<file path="src/rtl/game_timer_if.sv">
// Control/status bundle between the game controller and the countdown timer.
interface game_timer_if;
    logic       start;
    logic [7:0] load_val;
    logic       tick;
    logic       hold;
    logic [7:0] tcount_bits;
    logic       running;
    logic       time_up;
    logic       done;

    // Controller side: drives requests, observes count and status.
    modport master (
        output start, load_val, tick, hold,
        input  tcount_bits, running, time_up, done
    );

    // Timer side.
    modport slave (
        input  start, load_val, tick, hold,
        output tcount_bits, running, time_up, done
    );
endinterface

</file>
<file path="src/rtl/game_timer.sv">
// Loadable down-counting game timer: one decrement every TICKS_PER_STEP ticks,
// with registered running/time_up levels and a one-cycle done pulse on expiry.
module game_timer #(
    parameter int unsigned TICKS_PER_STEP = 4
) (
    input  logic         clk,
    input  logic         reset,
    game_timer_if.slave  bus
);

    localparam int unsigned PW = (TICKS_PER_STEP > 1) ? $clog2(TICKS_PER_STEP) : 1;
    localparam logic [PW-1:0] PrescMax = PW'(TICKS_PER_STEP - 1);

    typedef enum logic [1:0] {StIdle, StRun, StExpired} state_e;

    state_e        state_q, state_d;
    logic [7:0]    count_q, count_d;
    logic [PW-1:0] presc_q, presc_d;
    logic          running_q, running_d;
    logic          time_up_q, time_up_d;
    logic          done_q, done_d;

    // Next-state: start beats hold, hold beats tick; a tick colliding with start is dropped.
    always_comb begin
        state_d = state_q;
        count_d = count_q;
        presc_d = presc_q;
        done_d  = 1'b0;

        if (bus.start) begin
            presc_d = '0;
            if (bus.load_val != 8'd0) begin
                count_d = bus.load_val;
                state_d = StRun;
            end else begin
                count_d = 8'd0;
                state_d = StExpired;
                done_d  = 1'b1;
            end
        end else if (state_q == StRun && bus.tick && !bus.hold) begin
            if (presc_q == PrescMax) begin
                presc_d = '0;
                count_d = count_q - 8'd1;
                // RUN never holds 0, so this decrement cannot wrap.
                if (count_q == 8'd1) begin
                    state_d = StExpired;
                    done_d  = 1'b1;
                end
            end else begin
                presc_d = presc_q + 1'b1;
            end
        end

        running_d = (state_d == StRun);
        time_up_d = (state_d == StExpired);
    end

    // State and registered outputs, synchronous reset.
    always_ff @(posedge clk) begin
        if (reset) begin
            state_q   <= StIdle;
            count_q   <= 8'd0;
            presc_q   <= '0;
            running_q <= 1'b0;
            time_up_q <= 1'b0;
            done_q    <= 1'b0;
        end else begin
            state_q   <= state_d;
            count_q   <= count_d;
            presc_q   <= presc_d;
            running_q <= running_d;
            time_up_q <= time_up_d;
            done_q    <= done_d;
        end
    end

    assign bus.tcount_bits = count_q;
    assign bus.running     = running_q;
    assign bus.time_up     = time_up_q;
    assign bus.done        = done_q;

endmodule

</file>
<file path="src/flat_wrapper.sv">
// flat-port wrapper written by rule: the top's interface ports become plain ports
module game_timer_flat 
#(
    parameter int unsigned TICKS_PER_STEP = 4
)
  (clk, reset, bus_start, bus_load_val, bus_tick, bus_hold, bus_tcount_bits, bus_running, bus_time_up, bus_done);
  game_timer_if bus_i ();
  input  logic clk;
  input  logic reset;
  input wire logic [$bits(bus_i.start)-1:0] bus_start;
  input wire logic [$bits(bus_i.load_val)-1:0] bus_load_val;
  input wire logic [$bits(bus_i.tick)-1:0] bus_tick;
  input wire logic [$bits(bus_i.hold)-1:0] bus_hold;
  output wire logic [$bits(bus_i.tcount_bits)-1:0] bus_tcount_bits;
  output wire logic [$bits(bus_i.running)-1:0] bus_running;
  output wire logic [$bits(bus_i.time_up)-1:0] bus_time_up;
  output wire logic [$bits(bus_i.done)-1:0] bus_done;
  assign bus_i.start = bus_start;
  assign bus_i.load_val = bus_load_val;
  assign bus_i.tick = bus_tick;
  assign bus_i.hold = bus_hold;
  assign bus_tcount_bits = bus_i.tcount_bits;
  assign bus_running = bus_i.running;
  assign bus_time_up = bus_i.time_up;
  assign bus_done = bus_i.done;
  game_timer #(.TICKS_PER_STEP(TICKS_PER_STEP)) u_core (.clk(clk), .reset(reset), .bus(bus_i));
endmodule
</file>
<file path="config.mk">
export PLATFORM = sky130hd
export DESIGN_NAME = game_timer_flat
export DESIGN_NICKNAME = d
export VERILOG_FILES = /design/src/rtl/game_timer_if.sv /design/src/rtl/game_timer.sv /design/src/flat_wrapper.sv
export SDC_FILE = /design/constraint.sdc
export NUM_CORES = 1
export LEC_CHECK = 0
export BUFFER_PORTS_ARGS = -buffer_cell sky130_fd_sc_hd__buf_4
export CAP_MARGIN = 30
export CELL_PAD_IN_SITES_DETAIL_PLACEMENT = 0
export CELL_PAD_IN_SITES_GLOBAL_PLACEMENT = 1
export CORE_ASPECT_RATIO = 0.5
export CORE_MARGIN = 1
export CORE_UTILIZATION = 25
export CTS_CLUSTER_SIZE = 30
export DETAILED_ROUTE_END_ITERATION = 10
export HOLD_SLACK_MARGIN = 0.08
export PLACE_DENSITY_LB_ADDON = 0.08
export SLEW_MARGIN = 20
export SYNTH_ARGS = -nofsm -noshare
export SYNTH_HDL_FRONTEND = slang
export SYNTH_SLANG_ARGS = --single-unit
</file>
<file path="constraint.sdc">
create_clock -name clk -period 2.1 [get_ports clk]
set_clock_uncertainty 0.1 [all_clocks]
set_input_delay 0.315 -clock clk [delete_from_list [all_inputs] [get_ports clk]]
set_output_delay 0.315 -clock clk [all_outputs]
set_load 0.01 [all_outputs]
</file>
* After elaboration in Yosys (flattened, before gate mapping)
Cells that the tools add are included.
** Cells by class
- Add/sub/neg operators :: 2
- Equality and inequality tests :: 5
- Mux-type cells :: 15
- Reduce and logical (&&, ||, !) cells :: 8
** Operators by type and width (number)
- 8-bit 2-to-1 mux :: 4
- 2-bit 2-to-1 mux :: 6
- 8-bit by 1-bit == test with 1-bit output (second input constant) :: 1
- 8-bit nonzero test :: 1
- 8-bit by 1-bit subtractor with 8-bit output (second input constant) :: 1
- 1-bit 2-to-1 mux :: 5
- 2-bit by 1-bit == test with 1-bit output (second input constant) :: 2
- 2-bit == test (second input constant) :: 2
- 2-bit nonzero test :: 2
- 2-bit by 1-bit adder with 2-bit output (second input constant) :: 1
- 1-bit logical AND :: 2
- 2-bit AND reduction :: 1
- 2-bit OR reduction :: 1
- 1-bit zero test :: 1
** Word-level totals
- Bits in registers :: 15
- Input bits :: 13
- Word-level logic and storage cells :: 36

* Depth between registers and ports, before layout
- Word-level depth :: 6
- Mapped depth :: 5

* Worst setup path after synthesis
OpenSTA, ideal clock, no wires.
- Path type :: register to register
- From :: register u_core.presc_q[0]
- To :: register u_core.count_q[7], in the netlist u_core.bus.tcount_bits[7]
- Data arrival time :: 1.337 ns
- Required time :: 1.897 ns
- Setup slack :: 0.559 ns
- Cell stages (with the launch flop) :: 6
- Clock period less this slack :: 1.541 ns
- Cell sequence :: dfxtp_1 > ha_1 > buf_4 > nor4b_4 > a311oi_1 > a2111oi_2
** On the way
- Cells in the longest elaborated chain, start to end :: 3
** Ends and longest elaborated chain
- start: declaration :: line game_timer.sv:18 : logic [PW-1:0] presc_q, presc_d;
- start signal: assignment :: line game_timer.sv:70 : presc_q <= presc_d;
- 2-bit == test :: line game_timer.sv:41 : if (presc_q == PrescMax) begin
- 2-bit nonzero test (no line)
- 2-bit AND reduction (no line)
- end signal: assignment :: line game_timer.sv:69 : count_q <= count_d;
- end: declaration :: line game_timer.sv:17 : logic [7:0] count_q, count_d;
No other way between the ends.
A chain may end at the register's enable or synchronous reset.

* Worst setup path after layout
- From :: register u_core.state_q[1]
- To :: register u_core.count_q[2], in the netlist u_core.bus.tcount_bits[2]
** On the way
- Cells in the longest elaborated chain, start to end :: 5
** Ends and longest elaborated chain
- start: declaration :: line game_timer.sv:16 : state_e state_q, state_d;
- start signal: assignment :: line game_timer.sv:61 : state_q <= StIdle;
- start signal: assignment :: line game_timer.sv:68 : state_q <= state_d;
- 2-bit by 1-bit == test with 1-bit output :: line game_timer.sv:40 : end else if (state_q == StRun && bus.tick && !bus.hold) begin
- 1-bit logical AND (2 in a row) :: line game_timer.sv:40
- 2-bit nonzero test (no line)
- 2-bit AND reduction (no line)
No other way between the ends.

==> results.cfg <==
[global_routing]
grt_pass1_wl_um = 3770
grt_pass1_vias = 764
grt_max_degree = 24
grt_use_total = 0.138
antenna_found_initial = 0
gr-total-overflow = 0

[run_status]
status = finished, final reports clean

[timing]
hold_slack_ns = 0.223
final.setup.worst_slack_ns = 0.442
rsz0062_at_grt = no
timing.final.crit_share = 0.790
setup_tns_ns = 0
tightest_slew_ns = 0.503
period_minus_slack_ns = 1.66
setup_viol = 0
slew_headroom = 0.660
fmax_mhz = 603
timing_hold_violations_final = 0
drv_slew = 0

[route]
drt_pass1_iterations = 4
vias_per_cell = 5.13
drt_iter0_markers = 34
wirelength_um = 2360
ant_nets = 0
route.detailed.drc = 0
num_vias = 826
routedWlPerCell_um = 14.7

[worst_setup_path]
arrival_ns = 1.71
path_cells = and4bb_1 -> buf_4 -> and3_1 -> a2111oi_2
required_ns = 2.15
timing.rr.start = u_core.state_q[1]
cp_max_fo = 15
start_kind = register
crit_slowest_cell = dfxtp_1
cp-startpoint = u_core.state_q[1]
worstSetupEndpointType = register
cpPeakStageDelay_ns = 0.37
crit_type = reg -> reg

[placed_design]
port_buffers = 23
dp_slack_ns = 0.388
dpl_cell_area_um2 = 1070
globalplace.congestion = 0.721
place_hpwl_um = 1760
dp_cells = 157

[cells_and_area]
fin_util = 0.356
syn_to_final_growth_pct = 29.8
drive_gt1_frac = 0.273
final_area_um2 = 1120
instances_no_fill = 161
antenna_cells = 0
mostFrequentLayoutCells = buf_4 (26), dfxtp_1 (15), nor2_1 (8)
final_common_cell = buf_4
nets = 138

[min_path]
min_from = bus_load_val[1]
hold_path.class = in -> reg

[cts]
root_buffer = clkbuf_8
cts_setup_buffers = 0
cts_tree = yes
post_cts_resized = 0
ctsHoldBuffers = 0
clk_pin_slew_ns = 0.06
htree_levels = 1
cts.sinks = 15
cts_buffers = 3
clockBufferDepth = 2
worstSkewPairLatency_ns = 0.25

[logic_synthesis]
yosys_warnings = 0
syn_area_um2 = 861
synth_edf_count = 0
synth_cells = 98
async_reset_ff_frac = 0
synth_ff_type = dfxtp_1
ys_ff_latch = 15
ys_seq_area_frac = 0.349
avgSynthCellArea_um2 = 8.78
ys_types = 32
synth_nets = 114

[power]
total_power_mw = 0.663
ir_drop_mv = 0.169
leakage_nw = 0.443
p_per_area_nw_per_um2 = 593

[die]
die_w_um = 85.0
row_count = 14
core_area_um2 = 3140
top_level_ports = 24
start_util = 0.275
die_y_um = 43.5
die_area_um2 = 3700

[flow_run]
max_cap_viol_count = 0
routing by layer:
| layer | share of wire | global-route usage |
|---|---|---|
| met5 | 0 | 0 |
| met4 | 0.0030 | 0.0271 |
| met3 | 0.053 | 0.0571 |
| met1 | 0.51 | 0.182 |
| met2 | 0.43 | 0.216 |
area by class of cell:
| cell class | instances | area [um2] |
|---|---|---|
| Clock buffer | 4 | 45.0 |
| Fill cell | 342 | 2020 |
| Inverter | 6 | 22.5 |
| Multi-Input combinational cell | 70 | 504 |
| Sequential cell | 15 | 300 |
| Tap cell | 40 | 50.0 |
| Timing Repair Buffer | 26 | 195 |
registers in the layout (all words and copies together), names as in the netlist:
name / count
u_core.bus.time_up: 1
u_core.state_q: 2
u_core.bus.tcount_bits: 8
u_core.bus.running: 1
u_core.presc_q: 2
u_core.bus.done: 1
cells by family after synthesis:
| kind of cell | synth area share |
|---|---|
| compound gates | 0.170 |
| fa+ha+maj | 0.0436 |
| buf+inv | 0.0654 |
| flops | 0.349 |
| mux | 0.0233 |
| simple gates | 0.349 |
critical path, delay by kind of cell (launching register included):
family / cells / cell delay [ns]
compound gates: 1 / 0.28
buf+inv: 1 / 0.24
simple gates: 2 / 0.56
flops: 1 / 0.37
final timing paths:
kind                          endpoint  slack, ns  depth (start not counted)
max          u_core.bus.tcount_bits[2]       0.44                          4
min          u_core.bus.tcount_bits[1]       0.22                          3
max reg2reg  u_core.bus.tcount_bits[2]       0.44                          4
min reg2reg          u_core.state_q[1]       0.43                          2
power by group:
part	internal, mW	switching, mW
registers	0.298	0.0169
logic	0.0533	0.0542
clock network	0.134	0.107
synth_stat cells (3+ instances only):
library cell / count / area, um2
a21oi_1: 3 / 15.0
a311oi_1: 4 / 35.0
a31oi_1: 5 / 31.3
and3_1: 4 / 25.0
buf_2: 3 / 15.0
dfxtp_1: 15 / 300
ha_1: 3 / 37.5
inv_1: 6 / 22.5
nand2_1: 4 / 15.0
nand3b_1: 3 / 22.5
nand4_1: 4 / 25.0
nor2_1: 8 / 30.0
nor2b_1: 5 / 31.3
nor3_1: 4 / 20.0
nor4_1: 4 / 25.0
nor4b_1: 3 / 26.3
Note: power is estimated with default switching activity, not from simulation.
